File: config.mk
export PLATFORM = sky130hd
export DESIGN_NAME = button_input_controller
export DESIGN_NICKNAME = d
export VERILOG_FILES = /design/src/rtl/button_input_controller.sv
export SDC_FILE = /design/constraint.sdc
export NUM_CORES = 1
export LEC_CHECK = 0
export ABC_AREA = 1
export CORE_MARGIN = 4
export CORE_UTILIZATION = 55
export CTS_BUF_LIST = sky130_fd_sc_hd__clkbuf_4 sky130_fd_sc_hd__clkbuf_8
export DETAILED_ROUTE_END_ITERATION = 16
export PLACE_DENSITY = 0.72
export SYNTH_ARGS = -nofsm -noshare
export SYNTH_HDL_FRONTEND = slang
export SYNTH_SLANG_ARGS = --single-unit
File: constraint.sdc
create_clock -name clk -period 2.12 [get_ports clk]
set_input_delay 0.424 -clock clk [delete_from_list [all_inputs] [get_ports clk]]
set_output_delay 0.424 -clock clk [all_outputs]
set_load 0.1 [all_outputs]
File: src/rtl/button_input_controller.sv
// Five-button front end: synchronize, debounce, edge-detect, prioritize into a single-entry
// command register, and auto-repeat the movement buttons (left/right/down) while held.
module button_input_controller #(
  parameter int unsigned DEBOUNCE_CYCLES = 500000,
  parameter int unsigned REPEAT_DELAY    = 15000000,
  parameter int unsigned REPEAT_RATE     = 5000000
) (
  input  logic       clk,
  input  logic       reset,
  input  logic       btn_left,
  input  logic       btn_right,
  input  logic       btn_rotate,
  input  logic       btn_down,
  input  logic       btn_start,
  output logic [3:0] controller_in,
  output logic       cmd_valid,
  input  logic       cmd_ack
);

  localparam int unsigned DbW     = $clog2(DEBOUNCE_CYCLES + 1);
  localparam int unsigned RepMax  = (REPEAT_DELAY > REPEAT_RATE) ? REPEAT_DELAY : REPEAT_RATE;
  localparam int unsigned RepW    = $clog2(RepMax + 1);

  localparam logic [3:0] CmdNone   = 4'b0000;
  localparam logic [3:0] CmdLeft   = 4'b0001;
  localparam logic [3:0] CmdRight  = 4'b0010;
  localparam logic [3:0] CmdRotate = 4'b0011;
  localparam logic [3:0] CmdStart  = 4'b0100;
  localparam logic [3:0] CmdDown   = 4'b0101;

  // Bit order: 0 left, 1 right, 2 rotate, 3 down, 4 start.
  logic [4:0]     raw;
  logic [4:0]     sync1_q, sync2_q, db_q, db_prev_q;
  logic [DbW-1:0] db_cnt_q [5];
  logic [4:0]     press;

  assign raw   = {btn_start, btn_down, btn_rotate, btn_right, btn_left};
  assign press = db_q & ~db_prev_q;

  always_ff @(posedge clk) begin
    if (reset) begin
      sync1_q   <= '0;
      sync2_q   <= '0;
      db_q      <= '0;
      db_prev_q <= '0;
      for (int i = 0; i < 5; i++) db_cnt_q[i] <= '0;
    end else begin
      sync1_q   <= raw;
      sync2_q   <= sync1_q;
      db_prev_q <= db_q;
      for (int i = 0; i < 5; i++) begin
        if (sync2_q[i] != db_q[i]) begin
          if (db_cnt_q[i] == DbW'(DEBOUNCE_CYCLES - 1)) begin
            db_q[i]     <= sync2_q[i];
            db_cnt_q[i] <= '0;
          end else begin
            db_cnt_q[i] <= db_cnt_q[i] + 1'b1;
          end
        end else begin
          db_cnt_q[i] <= '0;
        end
      end
    end
  end

  // Press priority: start > rotate > left > right > down.
  logic       press_valid, press_rep;
  logic [3:0] press_code;
  logic [1:0] press_sel;

  always_comb begin
    press_valid = 1'b1;
    press_rep   = 1'b0;
    press_code  = CmdNone;
    press_sel   = 2'd0;
    if (press[4])      press_code = CmdStart;
    else if (press[2]) press_code = CmdRotate;
    else if (press[0]) begin press_code = CmdLeft;  press_rep = 1'b1; press_sel = 2'd0; end
    else if (press[1]) begin press_code = CmdRight; press_rep = 1'b1; press_sel = 2'd1; end
    else if (press[3]) begin press_code = CmdDown;  press_rep = 1'b1; press_sel = 2'd2; end
    else               press_valid = 1'b0;
  end

  typedef enum logic [1:0] {StIdle, StDelay, StRepeat} rep_state_e;

  rep_state_e      state_q, state_d;
  logic [RepW-1:0] rep_cnt_q, rep_cnt_d;
  logic [1:0]      rep_btn_q, rep_btn_d;
  logic            rep_level, rep_valid, load_ok, start_repeat;
  logic [3:0]      rep_code;

  always_comb begin
    rep_level = 1'b0;
    rep_code  = CmdNone;
    case (rep_btn_q)
      2'd0:    begin rep_level = db_q[0]; rep_code = CmdLeft;  end
      2'd1:    begin rep_level = db_q[1]; rep_code = CmdRight; end
      2'd2:    begin rep_level = db_q[3]; rep_code = CmdDown;  end
      default: begin rep_level = 1'b0;    rep_code = CmdNone;  end
    endcase
  end

  assign load_ok      = !cmd_valid || cmd_ack;
  assign start_repeat = press_valid && press_rep && load_ok;

  always_ff @(posedge clk) begin
    if (reset) begin
      state_q   <= StIdle;
      rep_cnt_q <= '0;
      rep_btn_q <= 2'd0;
    end else begin
      state_q   <= state_d;
      rep_cnt_q <= rep_cnt_d;
      rep_btn_q <= rep_btn_d;
    end
  end

  always_comb begin
    state_d   = state_q;
    rep_cnt_d = rep_cnt_q;
    rep_btn_d = rep_btn_q;
    if (start_repeat) begin
      state_d   = StDelay;
      rep_cnt_d = '0;
      rep_btn_d = press_sel;
    end else begin
      case (state_q)
        StIdle: rep_cnt_d = '0;
        StDelay: begin
          if (!rep_level) begin
            state_d   = StIdle;
            rep_cnt_d = '0;
          end else if (rep_cnt_q == RepW'(REPEAT_DELAY - 1)) begin
            state_d   = StRepeat;
            rep_cnt_d = '0;
          end else begin
            rep_cnt_d = rep_cnt_q + 1'b1;
          end
        end
        StRepeat: begin
          if (!rep_level) begin
            state_d   = StIdle;
            rep_cnt_d = '0;
          end else if (rep_cnt_q == RepW'(REPEAT_RATE - 1)) begin
            rep_cnt_d = '0;
          end else begin
            rep_cnt_d = rep_cnt_q + 1'b1;
          end
        end
        default: begin
          state_d   = StIdle;
          rep_cnt_d = '0;
        end
      endcase
    end
  end

  always_comb begin
    rep_valid = 1'b0;
    if (rep_level) begin
      if (state_q == StDelay && rep_cnt_q == RepW'(REPEAT_DELAY - 1)) rep_valid = 1'b1;
      if (state_q == StRepeat && rep_cnt_q == RepW'(REPEAT_RATE - 1)) rep_valid = 1'b1;
    end
  end

  // Single-entry command register; a repeat only fills it when no press competes.
  always_ff @(posedge clk) begin
    if (reset) begin
      cmd_valid     <= 1'b0;
      controller_in <= CmdNone;
    end else if (press_valid && load_ok) begin
      cmd_valid     <= 1'b1;
      controller_in <= press_code;
    end else if (rep_valid && load_ok) begin
      cmd_valid     <= 1'b1;
      controller_in <= rep_code;
    end else if (cmd_valid && cmd_ack) begin
      cmd_valid     <= 1'b0;
      controller_in <= CmdNone;
    end
  end

endmodule

==> flow_summary.yaml <==
critical_path:
  start_kind: "flip-flop"
  crit_chain: "ha_1 -> nand2_1 -> nor2_1 -> nand3_1 -> buf_4 -> nor2_1 -> nand2_1 -> o31ai_1 -> nor3b_1"
  critPathMaxFanout: 4
  crit_path_end_kind: "flip-flop"
  cpLargestDelayFamily: "simple AND/OR/NAND/NOR gates"
  crit_arrival_ns: 2.20
  crit_slowest_cell: "edfxtp_1"
  cp.required_ns: 2.42
  path_class: "flip-flop to flip-flop"
  crit_buf_inv: 1
  cp_slowest_stage_delay_ns: 0.39
run_status:
  outcome: "complete, no violations"
logic_synthesis:
  seq_area_frac_synth: 0.490
  syn_area_sq_um: 7940
  postSynthAreaPerCell_sq_um: 8.22
  syn_inst: 966
  ys_types: 44
  yosys_warnings: 0
  synth.ff_latch_count: 147
cts:
  cts-root-buf: "clkbuf_8"
  cts_resized: 0
  cts_buffers: 17
  h-tree-depth: 4
  cts_buffer_depth: 2
  clkSlewWorstSetupHoldPaths_ns: 0.08
  cts.sinks: 147
  ctsHoldBuffers: 0
  insertion_delay_ns: 0.46
  cts_setup_buffers: 0
  tritoncts: "yes"
power_and_ir_drop:
  irDropWorstVdd_mv: 0.503
  leakage_uw: 0.00372
  power.density_nw_per_um2: 637
detailed_routing:
  vias_per_cell: 4.89
  drtIter0Drc: 401
  drc: 0
  ant_nets: 0
  dr.pass1.iters: 5
  num_vias: 6293
  wl_um: 14500
  wire_per_inst_um: 11.2
sta:
  clock.fmax_mhz: 527
  fin_setup_tns_ns: 0
  finalHoldViolations: 0
  skew_ns: 0.0105
  min_period_ns: 1.90
  setup_viol: 0
  rsz0062_at_grt: "no"
  min_period_over_period: 0.894
  finalMaxSlewViolations: 0
floorplan:
  rows: 43
  initial_core_util: 0.568
  dieArea_sq_um: 16400
  ios: 13
  coreArea_sq_um: 14000
  die_w_um: 128
  die_h_um: 128
global_routing:
  grt.total_usage: 0.191
  antenna_found_initial: 0
  overflow: 0
  grt_pass1_wl_um: 25700
  grt_pass1_vias: 5960
  grt_start_max_net_pins: 24
place:
  io_buffers: 11
  dp_cells: 1255
  dpl_cell_area_sq_um: 8670
  place_congestion: 0.907
  hpwlAfterDp_um: 10900
layout:
  antenna_cells: 0
  nFillCells: 1247
  stdcell_count: 1287
  final_area_sq_um: 9100
  utilization: 0.651
  drive_above_1_share: 0.0795
  nets: 1111
  area_growth_pct: 14.6
flow_run:
  cap_violations: 0
hold_path:
  min_path_type: "flip-flop to flip-flop"
[logic make-up after synthesis]
| group | count (synthesis) | share of synthesized area |
|---|---|---|
| simple gates | 534 | 0.311 |
| buf+inv | 151 | 0.0752 |
| flops | 147 | 0.490 |
| compound gates | 71 | 0.0512 |
| xor+xnor | 52 | 0.0574 |
| fa+ha+maj | 9 | 0.0142 |
| other cells | 2 | 0.000946 |
[where the power goes]
part,leakage [uW],total (uW),switching [uW],internal [uW]
combinational,0.00211,229,146,82.9
clock,0.000206,2360,1070,1290
sequential,0.00140,3210,82.0,3130
[state kept, by name, summed over array words and instances (netlist names)]
register,flops
cmd_valid,1
sync1_q,5
db_cnt_q,95
controller_in,3
rep_cnt_q,24
rep_btn_q,2
state_q,2
db_prev_q,5
sync2_q,5
db_q,5
[per-stage QoR]
step           worst slack, ns  hold slack [ns]  total power, uW
2_1_floorplan            0.228            0.388             3420
3_3_place_gp             0.162            0.391             3490
3_5_place_dp            0.0953            0.394             3500
4_1_cts                  0.218            0.406             5870
5_1_grt                 0.0274            0.433             6040
6_report                 0.224            0.404             5800
[cell usage in the layout (no fill, tap or decap), types with 3 or more instances in the layout]
cell type,synthesis,routed
nor2_1,177,177
nand2_1,163,163
inv_1,140,140
conb_1,2,96
edfxtp_1,95,95
nand3_1,61,61
dfxtp_1,52,52
xor2_1,39,39
nor3_1,38,38
a21oi_1,31,31
nand4_1,24,24
o21ai_0,19,19
buf_4,3,18
nor4_1,17,17
clkbuf_8,0,17
nor3b_1,14,14
nor2_2,13,13
xnor2_1,13,13
ha_1,9,9
clkdlybuf4s50_1,0,7
nand3_2,5,5
a31oi_1,4,4
clkinvlp_4,0,4
bufinv_16,0,4
nand2_2,3,3
nor2_4,3,3
nand3b_1,3,3
a211oi_1,3,3
or2_2,3,3
o211ai_1,3,3
clkinv_2,0,3
[worst paths after layout]
kind / slack, ns / depth (start not counted) / endpoint / startpoint
max: 0.22 / 9 / db_cnt_q[4][18] / db_cnt_q[4][0]
min reg2reg: 0.40 / 2 / sync2_q[0] / sync1_q[0]
max reg2reg: 0.22 / 9 / db_cnt_q[4][18] / db_cnt_q[4][0]
min: 0.40 / 2 / sync2_q[0] / sync1_q[0]
[cells in the mapped netlist (all sizes together)]
library cell  number  share of area
o21a               2         0.0019
ha                 9          0.014
o211ai             3         0.0028
nor2             193          0.098
a21o               1        0.00095
inv              140          0.066
and3               1        0.00079
o41ai              1         0.0011
xnor2             13          0.014
nor4              18          0.015
o21ai             22          0.015
xor2              39          0.043
conb               2        0.00095
o31ai              2         0.0019
edfxtp            95           0.36
a31o               2         0.0022
nor3b             16          0.016
a211oi             3         0.0028
clkbuf             3         0.0014
nor4b              1         0.0011
nor3              40          0.026
nand4             25          0.020
a31oi              4         0.0032
buf                8         0.0076
nand3b             3         0.0028
nand2            166          0.079
dfxtp             52           0.13
a21oi             31          0.020
or2                4         0.0032
nand3             67          0.047
[layout make-up]
class	count	area, sq um	area share
clock buffer	18	241	0.0265
clock inverter	14	186	0.0205
inverter	140	526	0.0577
multi-input combinational	762	3800	0.418
sequential	147	3890	0.428
tap	180	225	0.0247
timing repair buffer	26	225	0.0247
[per-layer routing]
metal | track usage | wire length (um) | vias to the layer above
met3 | 0.0450 | 446 | 24
met5 | 0 | 0 | -
li1 | - | - | 3350
met2 | 0.304 | 6590 | 80
met1 | 0.250 | 7110 | 2839
met4 | 0.0811 | 321 | 0
[worst register-to-register path, cell delays in order (launching register included)]
cell and delay (ns):
edfxtp_1 0.39, ha_1 0.18, nand2_1 0.09, nor2_1 0.19, nand3_1 0.13, buf_4 0.17, nor2_1 0.09, nand2_1 0.11
o31ai_1 0.19, nor3b_1 0.21
No activity file was read; power rests on OpenSTA's default activity.
